==> src/rtl/sample_deser_pkg.sv <==
// Shared definitions for the sample deserialiser: controller state encoding
// and frame geometry (slot count and slot-index width).
package sample_deser_pkg;

   localparam int SLOTS = 8;
   localparam int CNT_W = 3;

   localparam logic [CNT_W-1:0] LAST_SLOT = CNT_W'(SLOTS - 1);

   typedef enum logic {
      ST_FILL = 1'b0,
      ST_HOLD = 1'b1
   } state_t;

   function automatic logic is_last_slot(input logic [CNT_W-1:0] idx);
      return idx == LAST_SLOT;
   endfunction

endpackage

==> src/rtl/sample_deser_ctrl.sv <==
// Frame controller: FILL/HOLD state machine, slot counter and the in/out
// handshakes. Emits a write strobe plus slot index for the datapath.
module sample_deser_ctrl
   import sample_deser_pkg::*;
(
   input  logic             clk,
   input  logic             rst,
   input  logic             in_valid,
   input  logic             in_first,
   input  logic             out_ready,
   output logic             in_ready,
   output logic             out_valid,
   output logic             wr_en,
   output logic [CNT_W-1:0] wr_slot,
   output logic             sa_load
);

   state_t           state_q, state_d;
   logic [CNT_W-1:0] count_q, count_d;
   logic             xfer;

   always_ff @(posedge clk) begin
      if (rst) begin
         state_q <= ST_FILL;
         count_q <= '0;
      end else begin
         state_q <= state_d;
         count_q <= count_d;
      end
   end

   always_comb begin
      state_d   = state_q;
      count_d   = count_q;
      wr_en     = 1'b0;
      wr_slot   = '0;
      sa_load   = 1'b0;
      out_valid = (state_q == ST_HOLD);
      // While holding, a sample can only enter on the edge that consumes the frame.
      in_ready  = !rst && ((state_q == ST_FILL) || out_ready);
      xfer      = in_valid && in_ready;

      case (state_q)
         ST_FILL: begin
            if (xfer) begin
               if (in_first) begin
                  wr_en   = 1'b1;
                  wr_slot = '0;
                  sa_load = 1'b1;
                  count_d = CNT_W'(1);
               end else if (count_q != '0) begin
                  wr_en   = 1'b1;
                  wr_slot = count_q;
                  if (is_last_slot(count_q)) begin
                     state_d = ST_HOLD;
                     count_d = '0;
                  end else begin
                     count_d = count_q + CNT_W'(1);
                  end
               end
            end
         end
         ST_HOLD: begin
            if (out_ready) begin
               state_d = ST_FILL;
               count_d = '0;
               if (xfer && in_first) begin
                  wr_en   = 1'b1;
                  wr_slot = '0;
                  sa_load = 1'b1;
                  count_d = CNT_W'(1);
               end
            end
         end
         default: begin
            state_d = ST_FILL;
            count_d = '0;
         end
      endcase
   end

endmodule

==> src/rtl/sample_deser.sv <==
// Sample deserialiser: collects eight serial samples into a parallel frame
// (a..h) with the shift amount captured alongside slot 0.
module sample_deser #(
   parameter int WIDTH = 16,
   parameter int SLOTS = 8
) (
   input  logic             CLK,
   input  logic             RST,
   input  logic [WIDTH-1:0] in_data,
   input  logic             in_valid,
   input  logic             in_first,
   output logic             in_ready,
   input  logic [7:0]       in_sa,
   output logic [WIDTH-1:0] a,
   output logic [WIDTH-1:0] b,
   output logic [WIDTH-1:0] c,
   output logic [WIDTH-1:0] d,
   output logic [WIDTH-1:0] e,
   output logic [WIDTH-1:0] f,
   output logic [WIDTH-1:0] g,
   output logic [WIDTH-1:0] h,
   output logic [7:0]       sa,
   output logic             out_valid,
   input  logic             out_ready
);
   import sample_deser_pkg::*;

   logic             wr_en;
   logic [CNT_W-1:0] wr_slot;
   logic             sa_load;
   logic [SLOTS-1:0] slot_we;

   logic [WIDTH-1:0] slot_q [SLOTS];
   logic [WIDTH-1:0] slot_d [SLOTS];
   logic [7:0]       sa_q, sa_d;

   sample_deser_ctrl u_ctrl (
      .clk       (CLK),
      .rst       (RST),
      .in_valid  (in_valid),
      .in_first  (in_first),
      .out_ready (out_ready),
      .in_ready  (in_ready),
      .out_valid (out_valid),
      .wr_en     (wr_en),
      .wr_slot   (wr_slot),
      .sa_load   (sa_load)
   );

   generate
      for (genvar gi = 0; gi < SLOTS; gi++) begin : g_dec
         assign slot_we[gi] = wr_en && (wr_slot == CNT_W'(gi));
      end
   endgenerate

   // Unwritten slots simply hold; they are only observable once the frame completes.
   always_comb begin
      for (int i = 0; i < SLOTS; i++) begin
         slot_d[i] = slot_we[i] ? in_data : slot_q[i];
      end
      sa_d = sa_load ? in_sa : sa_q;
   end

   always_ff @(posedge CLK) begin
      if (RST) begin
         for (int i = 0; i < SLOTS; i++) begin
            slot_q[i] <= '0;
         end
         sa_q <= '0;
      end else begin
         for (int i = 0; i < SLOTS; i++) begin
            slot_q[i] <= slot_d[i];
         end
         sa_q <= sa_d;
      end
   end

   assign a  = slot_q[0];
   assign b  = slot_q[1];
   assign c  = slot_q[2];
   assign d  = slot_q[3];
   assign e  = slot_q[4];
   assign f  = slot_q[5];
   assign g  = slot_q[6];
   assign h  = slot_q[7];
   assign sa = sa_q;

endmodule

==> config.mk <==
export PLATFORM = sky130hd
export DESIGN_NAME = sample_deser
export DESIGN_NICKNAME = d
export VERILOG_FILES = /design/src/rtl/sample_deser_pkg.sv /design/src/rtl/sample_deser_ctrl.sv /design/src/rtl/sample_deser.sv
export SDC_FILE = /design/constraint.sdc
export NUM_CORES = 1
export LEC_CHECK = 0
export ABC_CLOCK_PERIOD_IN_PS = 2800
export BUFFER_PORTS_ARGS = -buffer_cell sky130_fd_sc_hd__buf_4
export CAP_MARGIN = 10
export CELL_PAD_IN_SITES_DETAIL_PLACEMENT = 0
export CELL_PAD_IN_SITES_GLOBAL_PLACEMENT = 1
export CORE_UTILIZATION = 37
export CTS_CLUSTER_DIAMETER = 120
export DETAILED_ROUTE_END_ITERATION = 7
export PLACE_DENSITY = 0.79
export SYNTH_ARGS = -nofsm -noshare
export SYNTH_HDL_FRONTEND = slang
export SYNTH_SLANG_ARGS = --single-unit
==> constraint.sdc <==
create_clock -name CLK -period 2.8 [get_ports CLK]
set_input_delay 0.14 -clock CLK [delete_from_list [all_inputs] [get_ports CLK]]
set_output_delay 0.14 -clock CLK [all_outputs]
set_load 0.02 [all_outputs]
# Yosys cells after proc, flatten, opt, wreduce, memory -nomap -nowiden
# Memories as Yosys holds them, arrays and structs flattened.
# Cells that the tools add are included.
# word_totals
reg_bits,12
ram_bits,128
word_cells,86
memories,1
# memory_table
memory,depth,width,read_ports,rd_ports_with_merged_regs,wr,line_no,source
slot_q,8,16,8,0,8,sample_deser.sv:33,logic [WIDTH-1:0] slot_q [SLOTS];
# classes
addsub,1
eq_ne,11
mux,45
n_bitwise,9
reduce_logical,16
# ops
op,n
two-way mux 16 bit,16
two-way mux 3 bit,8
two-way mux 1 bit,16
"== test 3 bit, second input constant",5
case mux 3 bit (2 select lines),2
logical AND 1 bit,11
bitwise OR 1 bit,8
"== test 3 x 2 -> 1 bit, second input constant",2
case mux 1 bit (2 select lines),3
"adder 3 x 1 -> 3 bit, second input constant",1
"== test 3 x 1 -> 1 bit, second input constant",1
logical NOT 3 bit,1
"!= test 3 bit, second input constant",1
AND reduction 3 bit,1
nonzero test 3 bit,1
"!= test 2 x 1 -> 1 bit, second input constant",1
"!= test 2 bit, second input constant",1
logical NOT 1 bit,1
logical OR 1 bit,1
inverter 1 bit,1

# Depth between registers and ports, before layout
# Gate-level depths: netlist (run 1).
# depth
ltp_word,11
depth_mapped,9
ltp_nobuf,6

# Modules after synthesis
# Synthesis (run 1) repeated with hierarchy kept, for this count alone.
# hier_totals
hier_cells,522
area_unflattened_um2,5704.2
# modules_own_cells
module,n_inst,cells_per_inst,area_each_um2,seq_area_each_um2
sample_deser,1,485,5386.4,2722.6
sample_deser_ctrl,1,37,317.8,80.1

# Worst setup path before layout (run 1)
# Ideal clock, no wire load.
# synth_timing
path_type,flip-flop to flip-flop
from,reg u_ctrl.count_q[0]
to,mem slot_q[3][0] (netlist: slot_q[0][48])
setup_ns,0.132
arrival_ns,1.983
path_slack_ns,0.685
stages_incl_launch_ff,10
path_buffers,3
synth_period_minus_slack_ns,2.115
cell_sequence,dfxtp_1 -> clkbuf_1 -> inv_1 -> ha_1 -> and2b_1 -> or4_4 -> buf_6 -> buf_6 -> o21ai_1 -> a21oi_1
# synth_lines
item,line_no,source
start: declaration,sample_deser_ctrl.sv:19,"logic [CNT_W-1:0] count_q, count_d;"
start signal: assignment,sample_deser_ctrl.sv:28,count_q <= count_d;
end: declaration,sample_deser.sv:33,

==> key figures, run 1 <==
Worst setup path
  • Critical path capture point type: flop
  • Critical path peak fanout: 10
  • Cell family with most CP delay: simple AND/OR/NAND/NOR gates
  • Reg2reg start: u_ctrl.count_q[0]
  • Reg-to-reg slack, setup: between 400 and 500 ps
  • WP data required: 3110 ps
  • CP cell instances: inv_1 -> ha_1 -> and2b_1 -> nor4_4 -> nand2_1 -> a31o_2
  • R2r endpoint: slot_q[0][62]
  • CP Launch Type: flop
  • Worst setup path start: u_ctrl.count_q[0]
  • CP peak stage delay: 480 ps
  • Crit-path slowest cell: dfxtp_1
  • Critical path class: flop to flop
  • Arrival time at the worst endpoint: 2630 ps
  • R2R depth: 6
  • Buf/Inv on CP: 1

Clocking
  • Worst skew pair latency: 420 ps
  • CTS tree: done
  • Root buffer cell: clkbuf_16
  • Total CTS buffers: 17
  • Resized Gates After CTS: 0
  • Max Root-Sink Buffers: 2
  • H-tree depth: 4
  • # clock sinks: 140
  • Worst-path clk slew: about 60 ps

Synthesis
  • Netlist Area Pre-Place: between 5000 and 6000 um^2
  • XOR/XNOR share of the synthesized area: 0
  • Mean Syn Cell Area: 8.53 um^2
  • Simple-Gate Fraction of Synth Area: 0.199
  • Complex-gate fraction of the synthesized area: 0.219
  • Synth Warn #: 0
  • Number of distinct library cells after synthesis: 38
  • Mapped Nets: 688
  • Main combinational cell family by area after synthesis: compound AO/OA/AOI/OAI gates
  • Mux share of post-synthesis cell area: 0.0143
  • Sequential fraction of the synthesis area: 0.501
  • Post-synthesis instance total: 656
  • #FFs+latches synth: 140
  • Post-Synth Adder-Cell Area: 0.00671

Global route
  • Vias in the first global route: 5092
  • Initial antenna violation count: 0
  • Tot GR Track Use: 0.235
  • First-pass GRT wire length: 28300 um
  • GRT overflow: 0
  • Pin count of the biggest net entering global routing: 61

STA
  • Tmin final: 2320 ps
  • Fin Setup TNS: 0 ps
  • Unrepaired setup endpoints after global routing: no
  • Final Hold Viols: 0
  • Fmax: 431 MHz
  • Slew Viols, Final: 0
  • Setup violators final: 0
  • Period utilization: 0.829
  • Slew headroom: 0.417
  • Skew final: 8.20 ps
  • Worst slew pin tran: around 870 ps

Finish
  • Commonest non-fill, non-tap cell in the layout: buf_4
  • Final std cell area, no fill: about 7600 um^2
  • Utilization after layout: 0.517
  • Layout area overhead: 35.3%
  • Commonest cells after routing, fill and taps aside: buf_4 (179), dfxtp_1 (140), a21oi_1 (102), nand2_1 (100), o21ai_0 (61)
  • Share of layout cells above drive strength 1: 0.286
  • Post-layout nets: 829
  • Antenna diode instance count: 0

Placement
  • Final HPWL DP: 12100 um
  • I/O Buffers: 166
  • Final Wtd Congestion: 0.856
  • Cell Area, Placed: 6900 um^2

Min path
  • Worst min-delay path category: primary input to flop
  • End of the worst hold path: u_ctrl.out_valid
  • Min-Delay Path Depth: 3
  • Hold wc startpoint: in_valid

Die
  • Row count: 44
  • Die area: between 15000 and 20000 um^2
  • Core area: 14600 um^2
  • Die width: 125 um
  • Number of I/O pins: roughly 170
  • Initial Utilization: 0.382
  • Die H: 125 um

Route
  • Drt drc: 30
  • DR vias: 5397
  • Drt wl/cell: between 15 and 20 um
  • Post-DRT Antenna Nets: 0
  • DRT Pass-1 Iters: 8
  • Number of DRC markers in iteration 0: 480
  • Via/cell ratio: 5.44
  • WL final: 18300 um

Run status
  • Failing checks: DRC
  • Status: finished with violations

Power
  • Pwr dens: 597 nW/um^2
  • VDD IR max: 0.000396 V
  • Leak pwr: 3.00 nW

Job
  • MaxCap Viol Count: 0
[cells by family after synthesis]
family,after synthesis
compound gates,213
fa+ha+maj,3
buf+inv,73
flops,140
mux,8
simple gates,219
[flip-flops by register name, summed over array words and instances (netlist names)]
name / flops
u_ctrl.out_valid: 1
slot_q: 128
u_ctrl.count_q: 3
sa: 8
[how the worst max path moves through the flow]
stage / endpoint / slack, ps / cells after the start
floorplan: slot_q[0][48] / 690 / 9
finish: slot_q[0][62] / 480 / 6
global placement: slot_q[0][50] / 620 / 6
detailed placement: slot_q[0][4] / 520 / 6
global route: slot_q[0][62] / 260 / 6
CTS: slot_q[0][4] / 500 / 6
[area by class of cell]
class                      instances  area, um^2
sequential                       140        2800
clock buffer                      24         492
fill                            1362        7080
clock inverter                     7        87.6
timing repair buffer             190        1470
inverter                           5        18.8
multi-input combinational        443        2460
tap                              184         230
[layer usage]
layer	wire length (um)	part of all wire	GRT usage
met3	1420	0.078	0.0650
met2	8540	0.47	0.373
met5	0	0	0
met1	7910	0.43	0.300
met4	427	0.023	0.0968
[where the power goes]
group | total, W | switching [W] | internal, W | leakage [nW]
Combinational | 0.000274 | 0.000181 | 0.0000933 | 1.59
Sequential | 0.00203 | 0.0000157 | 0.00201 | 1.13
Clock | 0.00221 | 0.000817 | 0.00139 | 0.286
[tightest hold or removal path, delay by kind of cell]
kind,cells,cell delay (ps)
buf+inv,1,130
simple gates,1,70
compound gates,1,60
[through the flow]
step / setup WS (ps) / power [W] / instances / hold slack [ps]
floorplan: 685 / 0.00221 / 656 / 276
global placement: 622 / 0.00233 / 953 / 369
detailed placement: 516 / 0.00233 / 953 / 373
CTS: 504 / 0.00454 / 993 / 15.6
global route: 260 / 0.00465 / 993 / 34.2
finish: 479 / 0.00451 / 993 / 32.0
[cell usage after synthesis]
library cell  number  share of area
dfxtp_1          140           0.50
or3_1              1         0.0011
nand4b_1           1         0.0016
nor3b_1            1         0.0013
a22oi_1            1         0.0013
buf_6              5          0.010
buf_2             21          0.019
and2b_1            1         0.0013
or2_1              1         0.0011
clkinv_1           1        0.00067
a31o_2            10          0.016
a21oi_1          102          0.091
mux2i_1            8          0.014
o21ai_1            8         0.0072
inv_1              4         0.0027
a32oi_1            1         0.0016
nor2b_1            4         0.0045
o21ai_0           61          0.055
nand2_1          100          0.067
nor3_2             2         0.0036
nand2b_1           5         0.0056
clkbuf_1          41          0.028
a32o_1             2         0.0036
nor4_4             6          0.023
ha_1               3         0.0067
or4_4              1         0.0020
nand4_1           13          0.015
and4_1             1         0.0016
o31a_1             1         0.0016
nor2_1            13         0.0087
a211oi_1           1         0.0013
nand3_1           56          0.050
nor3_1            12          0.011
o41ai_1            8          0.013
o311ai_0          16          0.025
or2_2              1         0.0011
a31o_1             2         0.0031
buf_1              1        0.00067
[what timing repair did]
action,in CTS,in global routing
setup buffers,0,0
hold buffers,9,0
endpoints found under the hold margin,9,0
No activity file was read; power rests on OpenSTA's default activity.
==> inputs of run 2 (changes only) <==
- ABC_CLOCK_PERIOD_IN_PS: 2800 -> 2200
- clock period: 2.8 -> 2.2 ns (I/O delays scaled with it)
==> run 2 against run 1 <==
The run still ends with DRC left; flip-flop and latch count is the same; critical path depth rose by 1; wire length rose by 1.5%; utilization is 1.1 points higher; count of clock-buffer cells in the layout grew 1; via count grew 2.9%; sequential share of layout area is 0.79 points lower; combinational power is 34% higher; power rose by 30%; first-iteration DRC count up 34%; cell count rose by 2.0%; worst hold slack worse by 15 ps; critical path type unchanged; largest power group unchanged.
==> key figures, run 2 (synthesized netlist as in run 1, its figures left out) <==
Route
  • Drt wl/cell: 18.3 um
  • WL final: 18600 um
  • DR vias: 5556
  • Via/cell ratio: 5.48
  • Drt drc: 30
  • Post-DRT Antenna Nets: 0
  • DRT Pass-1 Iters: 8
  • Number of DRC markers in iteration 0: 643

Clocking
  • Worst skew pair latency: between 400 and 500 ps
  • H-tree depth: 4
  • CTS Hold Buffers Added: 12
  • Root buffer cell: clkbuf_16
  • # clock sinks: between 100 and 150
  • Worst-path clk slew: ~60 ps
  • Postcts setup bufs: 0
  • Max Root-Sink Buffers: 2
  • CTS tree: done
  • Total CTS buffers: 17
  • Resized Gates After CTS: 0

Worst setup path
  • R2R depth: 7
  • Arrival time at the worst endpoint: 2350 ps
  • CP Launch Type: flop
  • Critical path capture point type: flop
  • Reg-to-reg slack, setup: 150 ps
  • Critical path class: flop to flop
  • Critical path peak fanout: 24
  • R2r endpoint: slot_q[0][9]
  • Reg2reg start: u_ctrl.count_q[1]
  • Worst setup path start: u_ctrl.count_q[1]
  • WP data required: 2490 ps

Placement
  • I/O Buffers: 166
  • Final HPWL DP: 12200 um
  • Final Wtd Congestion: 0.860
  • Cell Area, Placed: 7010 um^2

Die
  • Die width: ~120 um
  • Number of I/O pins: around 170
  • Die H: 125 um
  • Core area: 14600 um^2
  • Die area: 15600 um^2
  • Initial Utilization: 0.382
  • Row count: 44

Power
  • VDD IR max: 0.000500 V
  • Leak pwr: 3.10 nW
  • Pwr dens: 762 nW/um^2

Global route
  • Vias in the first global route: 5236
  • GRT overflow: 0
  • Initial antenna violation count: 0
  • Pin count of the biggest net entering global routing: 97
  • Tot GR Track Use: 0.238
  • First-pass GRT wire length: 28700 um

Job
  • MaxCap Viol Count: 0

STA
  • Slew headroom: 0.341
  • Slew Viols, Final: 0
  • Fin Setup TNS: 0 ps
  • Fmax: 487 MHz
  • Unrepaired setup endpoints after global routing: no
  • Setup violators final: 0
  • Tmin final: roughly 2000 ps
  • Skew final: 9.10 ps
  • Period utilization: 0.934
  • Worst slew pin tran: 988 ps
  • Final Hold Viols: 0

Finish
  • Commonest cells after routing, fill and taps aside: buf_4 (196), dfxtp_1 (140), a21oi_1 (102), nand2_1 (100), o21ai_0 (61)
  • Share of layout cells above drive strength 1: 0.298
  • Layout area overhead: 38.2%
  • Antenna diode instance count: 0
  • Final std cell area, no fill: 7730 um^2
  • Post-layout nets: 848
  • Biggest register: slot_q
  • Commonest non-fill, non-tap cell in the layout: buf_4
  • Max FFs per register: 128

Min path
  • Min-Delay Path Depth: 3
  • Worst min-delay path category: primary input to flop
  • End of the worst hold path: slot_q[1][51]
  • Hold wc startpoint: in_data[3]

Run status
  • Failing checks: DRC
  • Status: finished with violations
[run 2: cell types whose count changed in the layout (fill, tap and decap cells not counted), sizes merged]
cell,previous run,this run
bufinv,2,3
buf,181,197
clkinvlp,1,0
dlygate4sd3,9,12
clkbuf,24,25
[run 2: layout make-up]
cell class,instances,area [um^2]
Sequential cell,140,2800
Clock inverter,7,110
Tap cell,184,230
Timing Repair Buffer,209,1610
Fill cell,1366,6910
Inverter,5,18.8
Clock buffer,25,495
Multi-Input combinational cell,443,2460
[run 2: per-stage QoR]
stage / worst slack [ps] / hold WS (ps) / std cells / total power [W] / util
after floorplan: 85.1 / 246 / 656 / 0.00281 / -
after global placement: 286 / 340 / 969 / 0.00298 / 0.478
after detailed placement: 163 / 350 / 969 / 0.00298 / 0.478
after CTS: 167 / 2.92 / 1013 / 0.00593 / 0.528
after global routing: 44.5 / 9.18 / 1013 / 0.00606 / 0.528
final: 145 / 17.0 / 1013 / 0.00589 / 0.528
[run 2: power by group]
group / switching [W] / total, W / internal (W)
clock: 0.00105 / 0.00294 / 0.00190
sequential: 0.0000170 / 0.00258 / 0.00256
combinational: 0.000236 / 0.000368 / 0.000131
[run 2: worst max path at each step]
stage,endpoint,slack [ps],cells after the start
floorplan,slot_q[0][48],90,9
global placement,slot_q[0][4],290,7
detailed placement,slot_q[0][5],160,7
CTS,slot_q[0][5],170,7
global route,slot_q[0][6],40,7
finish,slot_q[0][9],150,7
[run 2: critical path: stages (launching register included)]
cell,delay [ps]
dfxtp_1,470
inv_1,80
ha_1,210
nor3b_1,160
or3_1,320
buf_4,210
o311ai_0,390
nand2_1,100
[run 2: metal layers]
layer	global-route usage	share of wire	vias up
met5	0	0	-
met4	0.113	0.026	0
met3	0.0556	0.069	26
met2	0.377	0.47	208
met1	0.306	0.43	2668
li1	-	-	2654
==> inputs of run 3 (changes only) <==
==> constraint.sdc (replaced) <==
create_clock -name CLK -period 2.2 [get_ports CLK]
set_input_delay 0.22 -clock CLK [delete_from_list [all_inputs] [get_ports CLK]]
set_output_delay 0.22 -clock CLK [all_outputs]
set_load 0.02 [all_outputs]
==> run 3 against run 2 <==
The run still ends with DRC left; non-clock buffer count fell by 14; highest routed layer unchanged; critical path type unchanged; setup slack improved by 22 ps; combinational power fell by 5%.
==> key figures, run 3 (synthesized netlist as in run 1, its figures left out) <==
Worst setup path
  • Arrival time at the worst endpoint: 2320 ps
  • Crit-path slowest cell: dfxtp_1
  • WP data required: 2490 ps
  • CP Launch Type: flop
  • Cell family with most CP delay: simple AND/OR/NAND/NOR gates
  • Critical path capture point type: flop
  • Critical path class: flop to flop
  • Buf/Inv on CP: 2
  • Critical path peak fanout: 24
  • CP cell instances: inv_1 -> ha_1 -> nor3b_1 -> or3_1 -> buf_4 -> o311ai_0 -> o41ai_1
  • CP peak stage delay: 450 ps

Power
  • Leak pwr: between 3 and 4 nW
  • Pwr dens: 782 nW/um^2
  • VDD IR max: 0.000519 V

Placement
  • Placed Cells incl. Taps: between 900 and 1000
  • Final Wtd Congestion: 0.878
  • I/O Buffers: between 150 and 200
  • Final HPWL DP: approximately 12000 um
  • Cell Area, Placed: 6990 um^2

STA
  • Skew final: 5.76 ps
  • Tmin final: roughly 2000 ps
  • Unrepaired setup endpoints after global routing: yes
  • Slew Viols, Final: 0
  • Fmax: 492 MHz
  • Setup violators final: 0
  • Worst slew pin tran: roughly 990 ps
  • Period utilization: 0.924
  • Slew headroom: 0.342
  • Final Hold Viols: 0

Die
  • Number of I/O pins: ~170
  • Row count: 44
  • Die area: 15600 um^2
  • Initial Utilization: 0.382
  • Die H: 125 um
  • Core area: 14600 um^2
  • Die width: 125 um

Finish
  • Layout area overhead: 36.1%
  • Share of layout cells above drive strength 1: 0.304
  • Biggest register: slot_q
  • Antenna diode instance count: 0
  • Commonest cells after routing, fill and taps aside: buf_4 (194), dfxtp_1 (140), a21oi_1 (102), nand2_1 (100), o21ai_0 (61)
  • Max FFs per register: 128
  • Fillers: 1379
  • Commonest non-fill, non-tap cell in the layout: buf_4
  • Post-layout nets: 834
  • Finished Layout Cells: 999
  • Final std cell area, no fill: between 7000 and 8000 um^2

Global route
  • Pin count of the biggest net entering global routing: 97
  • GRT overflow: 0
  • First-pass GRT wire length: 28600 um
  • Tot GR Track Use: 0.238
  • Vias in the first global route: 5159
  • Initial antenna violation count: 0

Clocking
  • Resized Gates After CTS: 0
  • Worst-path clk slew: ~60 ps
  • # clock sinks: between 100 and 150
  • H-tree depth: 4
  • Root buffer cell: clkbuf_16
  • Max Root-Sink Buffers: 2
  • Total CTS buffers: 17
  • Worst skew pair latency: between 400 and 500 ps
  • CTS Hold Buffers Added: 0
  • CTS tree: done
  • Postcts setup bufs: 0

Route
  • Drt drc: 34
  • DR vias: ~5500
  • Post-DRT Antenna Nets: 0
  • DRT Pass-1 Iters: 8
  • Via/cell ratio: 5.50
  • WL final: 18500 um
  • Number of DRC markers in iteration 0: 690
  • Drt wl/cell: 18.5 um

Run status
  • Status: finished with violations
  • Failing checks: DRC

Job
  • MaxCap Viol Count: 0

Min path
  • Worst min-delay path category: primary input to flop
[run 3: cell types whose count changed in the layout (fill, tap and decap cells not counted)]
cell	before	now
clkbuf_1	4	1
clkinvlp_4	0	2
bufinv_16	3	4
o311ai_0	16	15
clkinv_4	0	1
dlygate4sd3_1	12	0
clkbuf_8	4	2
o311ai_1	0	1
buf_4	196	194
clkinv_2	4	5
[run 3: final cells by class]
cell class / instances / area [um^2] / share of cell area
Sequential cell: 140 / 2800 / 0.368
Multi-Input combinational cell: 443 / 2460 / 0.323
Inverter: 5 / 18.8 / 0.00246
Clock buffer: 20 / 457 / 0.0600
Timing Repair Buffer: 195 / 1480 / 0.194
Clock inverter: 12 / 169 / 0.0222
Tap cell: 184 / 230 / 0.0302
[run 3: worst min-delay path, cell delays in order]
cell and delay, ps:
buf_4 70, mux2i_1 50, nor2_1 70
[run 3: per-stage QoR]
step                      hold slack, ps  TNS [ps]  power [W]  utilization  worst slack, ps
after floorplan                      356         0    0.00281            -             85.1
after global placement               441         0    0.00297        0.477              285
after detailed placement             449         0    0.00298        0.477              180
after CTS                           21.4         0    0.00599        0.520              162
after global routing                45.1     -80.6    0.00614        0.520            -31.5
final                               34.4         0    0.00595        0.520              167
[run 3: worst paths after layout]
| kind | cells after the start | slack (ps) | startpoint | to |
|---|---|---|---|---|
| setup / recovery | 7 | 170 | u_ctrl.count_q[1] | slot_q[0][5] |
| hold / removal | 3 | 30 | in_sa[1] | sa[1] |
| setup reg to reg | 7 | 170 | u_ctrl.count_q[1] | slot_q[0][5] |
| hold reg to reg | 2 | 450 | slot_q[1][43] | slot_q[1][43] |
[run 3: metal layers]
layer / wire length (um) / global-route usage / share of wire
met5: 0 / 0 / 0
met3: 1460 / 0.0548 / 0.079
met1: 8230 / 0.324 / 0.45
met4: 255 / 0.0760 / 0.014
met2: 8520 / 0.373 / 0.46
[run 3: power by group]
| part | internal, W | total, W | leakage, nW | switching [W] |
|---|---|---|---|---|
| clock | 0.00195 | 0.00303 | 0.306 | 0.00108 |
| sequential | 0.00256 | 0.00258 | 1.13 | 0.0000167 |
| combinational | 0.000117 | 0.000349 | 1.61 | 0.000232 |
| total | 0.00463 | 0.00595 | 3.04 | 0.00133 |
